<file path="config.mk">
export PLATFORM = sky130hd
export DESIGN_NAME = fir_sequencer
export DESIGN_NICKNAME = d
export VERILOG_FILES = /design/src/rtl/fir_sequencer.sv
export SDC_FILE = /design/constraint.sdc
export NUM_CORES = 1
export LEC_CHECK = 0
export ABC_AREA = 1
export CAP_MARGIN = 10
export CORE_AREA = 8 8 45 47
export CTS_CLUSTER_DIAMETER = 40
export CTS_CLUSTER_SIZE = 28
export DETAILED_ROUTE_END_ITERATION = 8
export DIE_AREA = 0 0 53 55
export GPL_TIMING_DRIVEN = 0
export PLACE_DENSITY = 0.61
export SYNTH_ARGS = -nofsm -noshare
export SYNTH_HDL_FRONTEND = slang
export SYNTH_SLANG_ARGS = --single-unit
export TNS_END_PERCENT = 10
</file>
<file path="constraint.sdc">
create_clock -name clk -period 1.55 [get_ports clk]
set_input_delay 0.31 -clock clk [delete_from_list [all_inputs] [get_ports clk]]
set_output_delay 0.31 -clock clk [all_outputs]
set_load 0.005 [all_outputs]
</file>
<file path="src/rtl/fir_sequencer.sv">
// Control FSM for the FIR filter's shared MAC datapath: coefficient writes, sample shift, per-tap MAC, result/error status.
// Optional one-entry sample pending flag enabled by defining FIR_SEQ_PENDING_EN.
module fir_sequencer #(
  parameter int TAP_BITS = 2
) (
  input  logic                clk,
  input  logic                n_rst,
  input  logic                data_ready,
  input  logic                load_coeff,
  input  logic [TAP_BITS-1:0] coefficient_num,
  input  logic                overflow,
  output logic                modwait,
  output logic                err,
  output logic                coeff_we,
  output logic                shift_sample,
  output logic                acc_clear,
  output logic                mac_en,
  output logic [TAP_BITS-1:0] coeff_sel,
  output logic                result_valid,
  output logic                sample_lost
);

  typedef enum logic [2:0] {
    IDLE,
    LOAD_C,
    SHIFT,
    CLR,
    MAC,
    DONE,
    ERROR
  } state_t;

  state_t              state;
  state_t              next_state;
  logic [TAP_BITS-1:0] tap;
  logic [TAP_BITS-1:0] next_tap;
  logic                pending;
  logic                idle_like;
  logic                lost;

  assign idle_like = (state == IDLE) || (state == ERROR);

  always_ff @(posedge clk or negedge n_rst) begin
    if (!n_rst) begin
      state <= IDLE;
      tap   <= '0;
    end else begin
      state <= next_state;
      tap   <= next_tap;
    end
  end

  // The tap counter doubles as the latched coefficient index during LOAD_C,
  // so coeff_sel stays a pure function of registered state.
  always_comb begin
    next_state = state;
    next_tap   = tap;
    case (state)
      IDLE, ERROR: begin
        if (load_coeff) begin
          next_state = LOAD_C;
          next_tap   = coefficient_num;
        end else if (data_ready || pending) begin
          next_state = SHIFT;
        end
      end
      LOAD_C: next_state = IDLE;
      SHIFT:  next_state = CLR;
      CLR: begin
        next_state = MAC;
        next_tap   = '0;
      end
      MAC: begin
        if (overflow) begin
          next_state = ERROR;
        end else if (tap == '1) begin
          next_state = DONE;
        end else begin
          next_tap = tap + 1'b1;
        end
      end
      DONE:    next_state = IDLE;
      default: next_state = IDLE;
    endcase
  end

`ifdef FIR_SEQ_PENDING_EN
  logic next_pending;

  always_ff @(posedge clk or negedge n_rst) begin
    if (!n_rst) begin
      pending <= 1'b0;
    end else begin
      pending <= next_pending;
    end
  end

  // A pulse seen while SHIFT consumes the old entry simply takes its place.
  always_comb begin
    next_pending = pending | data_ready;
    if (state == SHIFT) begin
      next_pending = data_ready;
    end else if (idle_like && !load_coeff) begin
      next_pending = pending;
    end
  end

  assign lost = data_ready && pending && (state != SHIFT);
`else
  assign pending = 1'b0;
  assign lost    = data_ready && !(idle_like && !load_coeff);
`endif

  assign sample_lost = n_rst && lost;

  always_comb begin
    modwait      = 1'b0;
    err          = 1'b0;
    coeff_we     = 1'b0;
    shift_sample = 1'b0;
    acc_clear    = 1'b0;
    mac_en       = 1'b0;
    coeff_sel    = '0;
    result_valid = 1'b0;
    case (state)
      LOAD_C: begin
        modwait   = 1'b1;
        coeff_we  = 1'b1;
        coeff_sel = tap;
      end
      SHIFT: begin
        modwait      = 1'b1;
        shift_sample = 1'b1;
      end
      CLR: begin
        modwait   = 1'b1;
        acc_clear = 1'b1;
      end
      MAC: begin
        modwait   = 1'b1;
        mac_en    = 1'b1;
        coeff_sel = tap;
      end
      DONE: begin
        modwait      = 1'b1;
        result_valid = 1'b1;
      end
      ERROR:   err = 1'b1;
      default: ;
    endcase
  end

endmodule
</file>
# == Word-level counts from Yosys, hierarchy flattened ==
# Index checks and enable logic that the tools add are counted.
# word_totals
register_bits,5
inputBits,7
output_inout_bits,10
word_cells,45
# op_classes
n_addsub,1
eq_ne,12
muxes,17
reduce_logical,13
# ops
cell,count
$mux 3,4
$pmux 3 s4,1
$eq 3x3->1 const B,3
$mux 2,4
$mux 1,7
$eq 3x2->1 const B,2
$ne 2x2->1 const B,3
$ne 3x3->1 const B,2
$pmux 2 s3,1
$reduce_or 5->1,1
$reduce_and 4->1,1
$reduce_or 2->1,2
$eq 3x1->1 const B,1
$logic_and 1x1->1,3
$logic_not 3->1,1
$reduce_bool 3->1,1
$add 2x1->2 const B,1
$eq 2x2->1 const B,1
$logic_not 1->1,2
$reduce_and 2->1,1
$logic_or 1x1->1,1

# == Longest topological paths before layout ==
# logic_depth
ltp_word,6
ltp_mapped,8
depth_no_buf,8

# == Worst setup path after synthesis ==
# OpenSTA, ideal clock, no wires.
# synth_timing
kind,flip-flop to flip-flop
from,register tap[0]
to,register state[1]
setup_ns,0.128
t_arrival_ns,1.152
t_required_ns,1.422
slack_ns,0.270
stages_incl_launch_ff,7
path_buffers,0
period_less_slack_ns,1.280
cell_sequence,dfrtp_1 > ha_1 > or2_2 > nor2_2 > a21oi_4 > nand2_1 > o21ai_0
# synth_via
elab_chain_len,3
# synth_rtl
item,line,source
"start, declared",35,logic [TAP_BITS-1:0] tap;
"start signal, assigned",49,tap <= next_tap;
$eq 2x2->1,76,end else if (tap == '1) begin
$ne 3x3->1 (no line),n/a,
$reduce_and 2->1 (no line),n/a,
"end signal, assigned",48,state <= next_state;
"end, declared",33,state_t state;
# Every way passes these cells.
# A chain may end at the register's enable or synchronous reset.

# == Worst setup path in the final report ==
# layout_timing
from,register state[2]
to,output port coeff_sel[1]
# layout_via
elab_chain_len,3
elab_cells_between_ends,4
cone_classes,eq/ne (2); mux (1); reduce/logical (1)
# layout_rtl
item,line,source
$eq 3x3->1 or $eq 3x1->1 (tied branches),125,case (state)
$reduce_or 2->1 (no line) (*),n/a,
$mux 2 (*),125,
"end, declared",18,"output logic [TAP_BITS-1:0] coeff_sel,"
# Mark *: on every way between the ends. The rest lies on a longest branch, timed or not.

==> flow_metrics.env <==
export IMPL_ir_worst_vdd_mv=0.8224
export IMPL_path_common_cell="nor2_2"
export IMPL_synth_largest_area_cell="dfrtp_1"
export IMPL_setup_ws_ns=-0.1319
export IMPL_synth_flop_cell="dfrtp_1"
export IMPL_gp_congestion=0.7384
export IMPL_setup_viol=5
export IMPL_path_class="register to output port"
export IMPL_ctsRootBufferMaster="clkbuf_4"
export IMPL_routedWlPerCell_um=11.23
export IMPL_firstDrtPassIters=2
export IMPL_rsz0062_at_grt="yes"
export IMPL_die_area_mm2=0.002915
export IMPL_via_count=532
export IMPL_end_kind="output port"
export IMPL_core_mm2=0.001384
export IMPL_synthArstFlopShare_pct=100.0
export IMPL_busiest_layer="met2"
export IMPL_yosysUniqueCellTypes=18
export IMPL_path_buf_inv=2
export IMPL_r2r_start="state[2]$_DFFE_PN0P_"
export IMPL_rows=14
export IMPL_met3_usage_pct=4.011
export IMPL_final_hold_viol_count=0
export IMPL_cts_sinks=5
export IMPL_dp_hpwl_um=946.6
export IMPL_grt_pass1_vias=507
export IMPL_maxSlewViolCount=0
export IMPL_grt_start_max_net_pins=7
export IMPL_wl_mm=1.303
export IMPL_antenna_cells=0
export IMPL_finClkSkew_ns=0.002747
export IMPL_synth_cells=70
export IMPL_fin_util_pct=55.79
export IMPL_use_met1_pct=10.57
export IMPL_start_util_pct=32.37
export IMPL_final_common_cell="nand2_1"
export IMPL_yosysSeqAreaShare_pct=27.93
export IMPL_ys_ff_latch=5
export IMPL_arrival_ns=1.37
export IMPL_via_per_inst=4.586
export IMPL_violations="negative setup slack"
export IMPL_synth_area_leaders="dfrtp_1 28%, nand2_1 13%, nor2_1 8.4%"
export IMPL_period_share_pct=108.5
export IMPL_antenna_left=0
export IMPL_path_cells="buf_4 -> nor2_2 -> nor2_2 -> nor2_1 -> dlygate4sd2_1"
export IMPL_worstRegToRegCells=9
export IMPL_grt_pass1_wl_mm=2.076
export IMPL_die_h_um=55
export IMPL_cpPeakStageDelay_ns=0.45
export IMPL_min_period_ns=1.682
export IMPL_clk_latency_ns=0.24
export IMPL_h_tree_depth=1
export IMPL_track_usage_pct=9.534
export IMPL_layout_nets=109
export IMPL_drive_gt1_share_pct=38.00
export IMPL_r2r_end="tap[1]$_DFFE_PN0P_"
export IMPL_place_worst_setup_slack_ns=-0.4255
export IMPL_drtIter0Drc=9
export IMPL_synth_edf_count=0
export IMPL_fp_dieW_um=53
export IMPL_syn_area_per_cell_um2=6.399
export IMPL_cpMaxStageDelayCell="dfrtp_2"
export IMPL_start_kind="register"
export IMPL_io_pins=17
export IMPL_cts_buffers=3
export IMPL_tightest_slew_ns=0.2764
export IMPL_cts_buffer_depth=2
export IMPL_hp_class="input port to async pin"
export IMPL_grt_use_met2_pct=16.41
export IMPL_status="finished with violations"
export IMPL_holdWs_ns=0.3160
export IMPL_antenna_found_initial=0
export IMPL_required_ns=1.24
export IMPL_final_cell_mix="16 x nand2_1, 7 x nor2_1, 7 x buf_4, 6 x inv_1, 6 x clkdlybuf4s50_1"
export IMPL_leakage_nw=0.4535
export IMPL_path_clk_slew_ns=0.04
export IMPL_cts_tree="yes"
export IMPL_synth_top_area_share_pct=27.93
export IMPL_power_density_mw_per_mm2=1745
export IMPL_drv_cap=0
export IMPL_synth_warning_count=0
export IMPL_port_buffers=16
export IMPL_synth_nets=78
export IMPL_slew_headroom_pct=81.51
export IMPL_synth_cell_area_um2=447.9
export IMPL_reg2reg_slack_ns=0.13
export IMPL_path_delay_family="flip-flops"
export IMPL_path_max_fanout=6
export IMPL_fmax_ghz=0.5946
export IMPL_hold_buffers=0
export IMPL_syn_to_final_growth_pct=72.35
export IMPL_drc=0
export IMPL_grt_overflow=0
==> Yosys cell counts (2+ instances only) <==
library cell,number
nor2_1,10
dfrtp_1,5
o21ai_0,4
inv_1,9
nand2_2,5
nand3_1,6
nand2_1,16
o21bai_1,2
a21oi_1,2
inv_2,3
==> metal layers <==
metal  vias up  share of wire [%]  wire length, um
li1        279                  -                -
met1       243                 40              522
met2        10                 53              688
met3         0                7.1               92
met4         0                  0                0
met5         -                  0                0
==> final cells by class <==
| class | instances | area, um^2 |
|---|---|---|
| Tap cell | 16 | 20.02 |
| Fill cell | 137 | 611.8 |
| Inverter | 12 | 47.55 |
| Clock buffer | 4 | 26.28 |
| Timing Repair Buffer | 26 | 241.5 |
| Multi-Input combinational cell | 53 | 307.8 |
| Sequential cell | 5 | 128.9 |
==> logic make-up (layout without fill, tap and decap cells) <==
group / Yosys count / after routing / share of synthesized area [%]
adders and majority gates: 1 / 1 / 2.793
and+or+nand+nor: 42 / 42 / 44.42
AOI/OAI and AO/OA: 10 / 10 / 14.80
buffers and inverters: 12 / 42 / 10.06
DFF: 5 / 5 / 27.93
==> repair_timing <==
action | 4_1_cts | 5_1_grt
setup buffers | 8 | 2
pin swaps | 5 | 1
setup endpoints to repair | 10 | 8
resized for setup | 29 | 4
==> where the power goes <==
group	switching, mW	internal, mW
registers	0.0790	0.198
logic	0.476	0.447
clock network	0.0499	0.0971
total	0.605	0.742
==> stage by stage <==
| stage | TNS (ns) | instances | instance area, um^2 | total power [mW] |
|---|---|---|---|---|
| 2_1_floorplan | 0 | 70 | 447.9 | 0.7067 |
| 5_1_grt | -0.7867 | 116 | 772.0 | 1.472 |
| 3_5_place_dp | -1.277 | 102 | 628.1 | 0.9852 |
| 4_1_cts | -0.7341 | 114 | 748.2 | 1.315 |
| 3_3_place_gp | -1.241 | 102 | 628.1 | 0.9834 |
| 6_report | -0.4521 | 116 | 772.0 | 1.347 |
==> how the worst max path moves through the flow <==
stage,start,to,slack [ns],depth (start not counted)
6_report,state[2]$_DFFE_PN0P_,coeff_sel[1],-0.13,5
5_1_grt,state[1]$_DFFE_PN0P_,coeff_sel[1],-0.21,6
4_1_cts,state[0]$_DFFE_PN0P_,shift_sample,-0.20,4
3_5_place_dp,n_rst,sample_lost,-0.43,3
3_3_place_gp,n_rst,sample_lost,-0.44,3
2_1_floorplan,tap[0]$_DFFE_PN0P_,state[1]$_DFFE_PN0P_,0.27,6
==> worst register-to-register path, stage by stage, from the launching register on <==
cell and delay (ns):
dfrtp_2 0.45, buf_6 0.14, nand2_4 0.07, nor2_4 0.04, buf_4 0.13, buf_4 0.14
nand2_1 0.07, nand2_1 0.08, o21bai_1 0.12, nand2_1 0.06
==> registers in the layout (all words and copies together) (netlist names) <==
signal,count
state,3
tap,2
No activity file was read; power rests on OpenSTA's default activity.
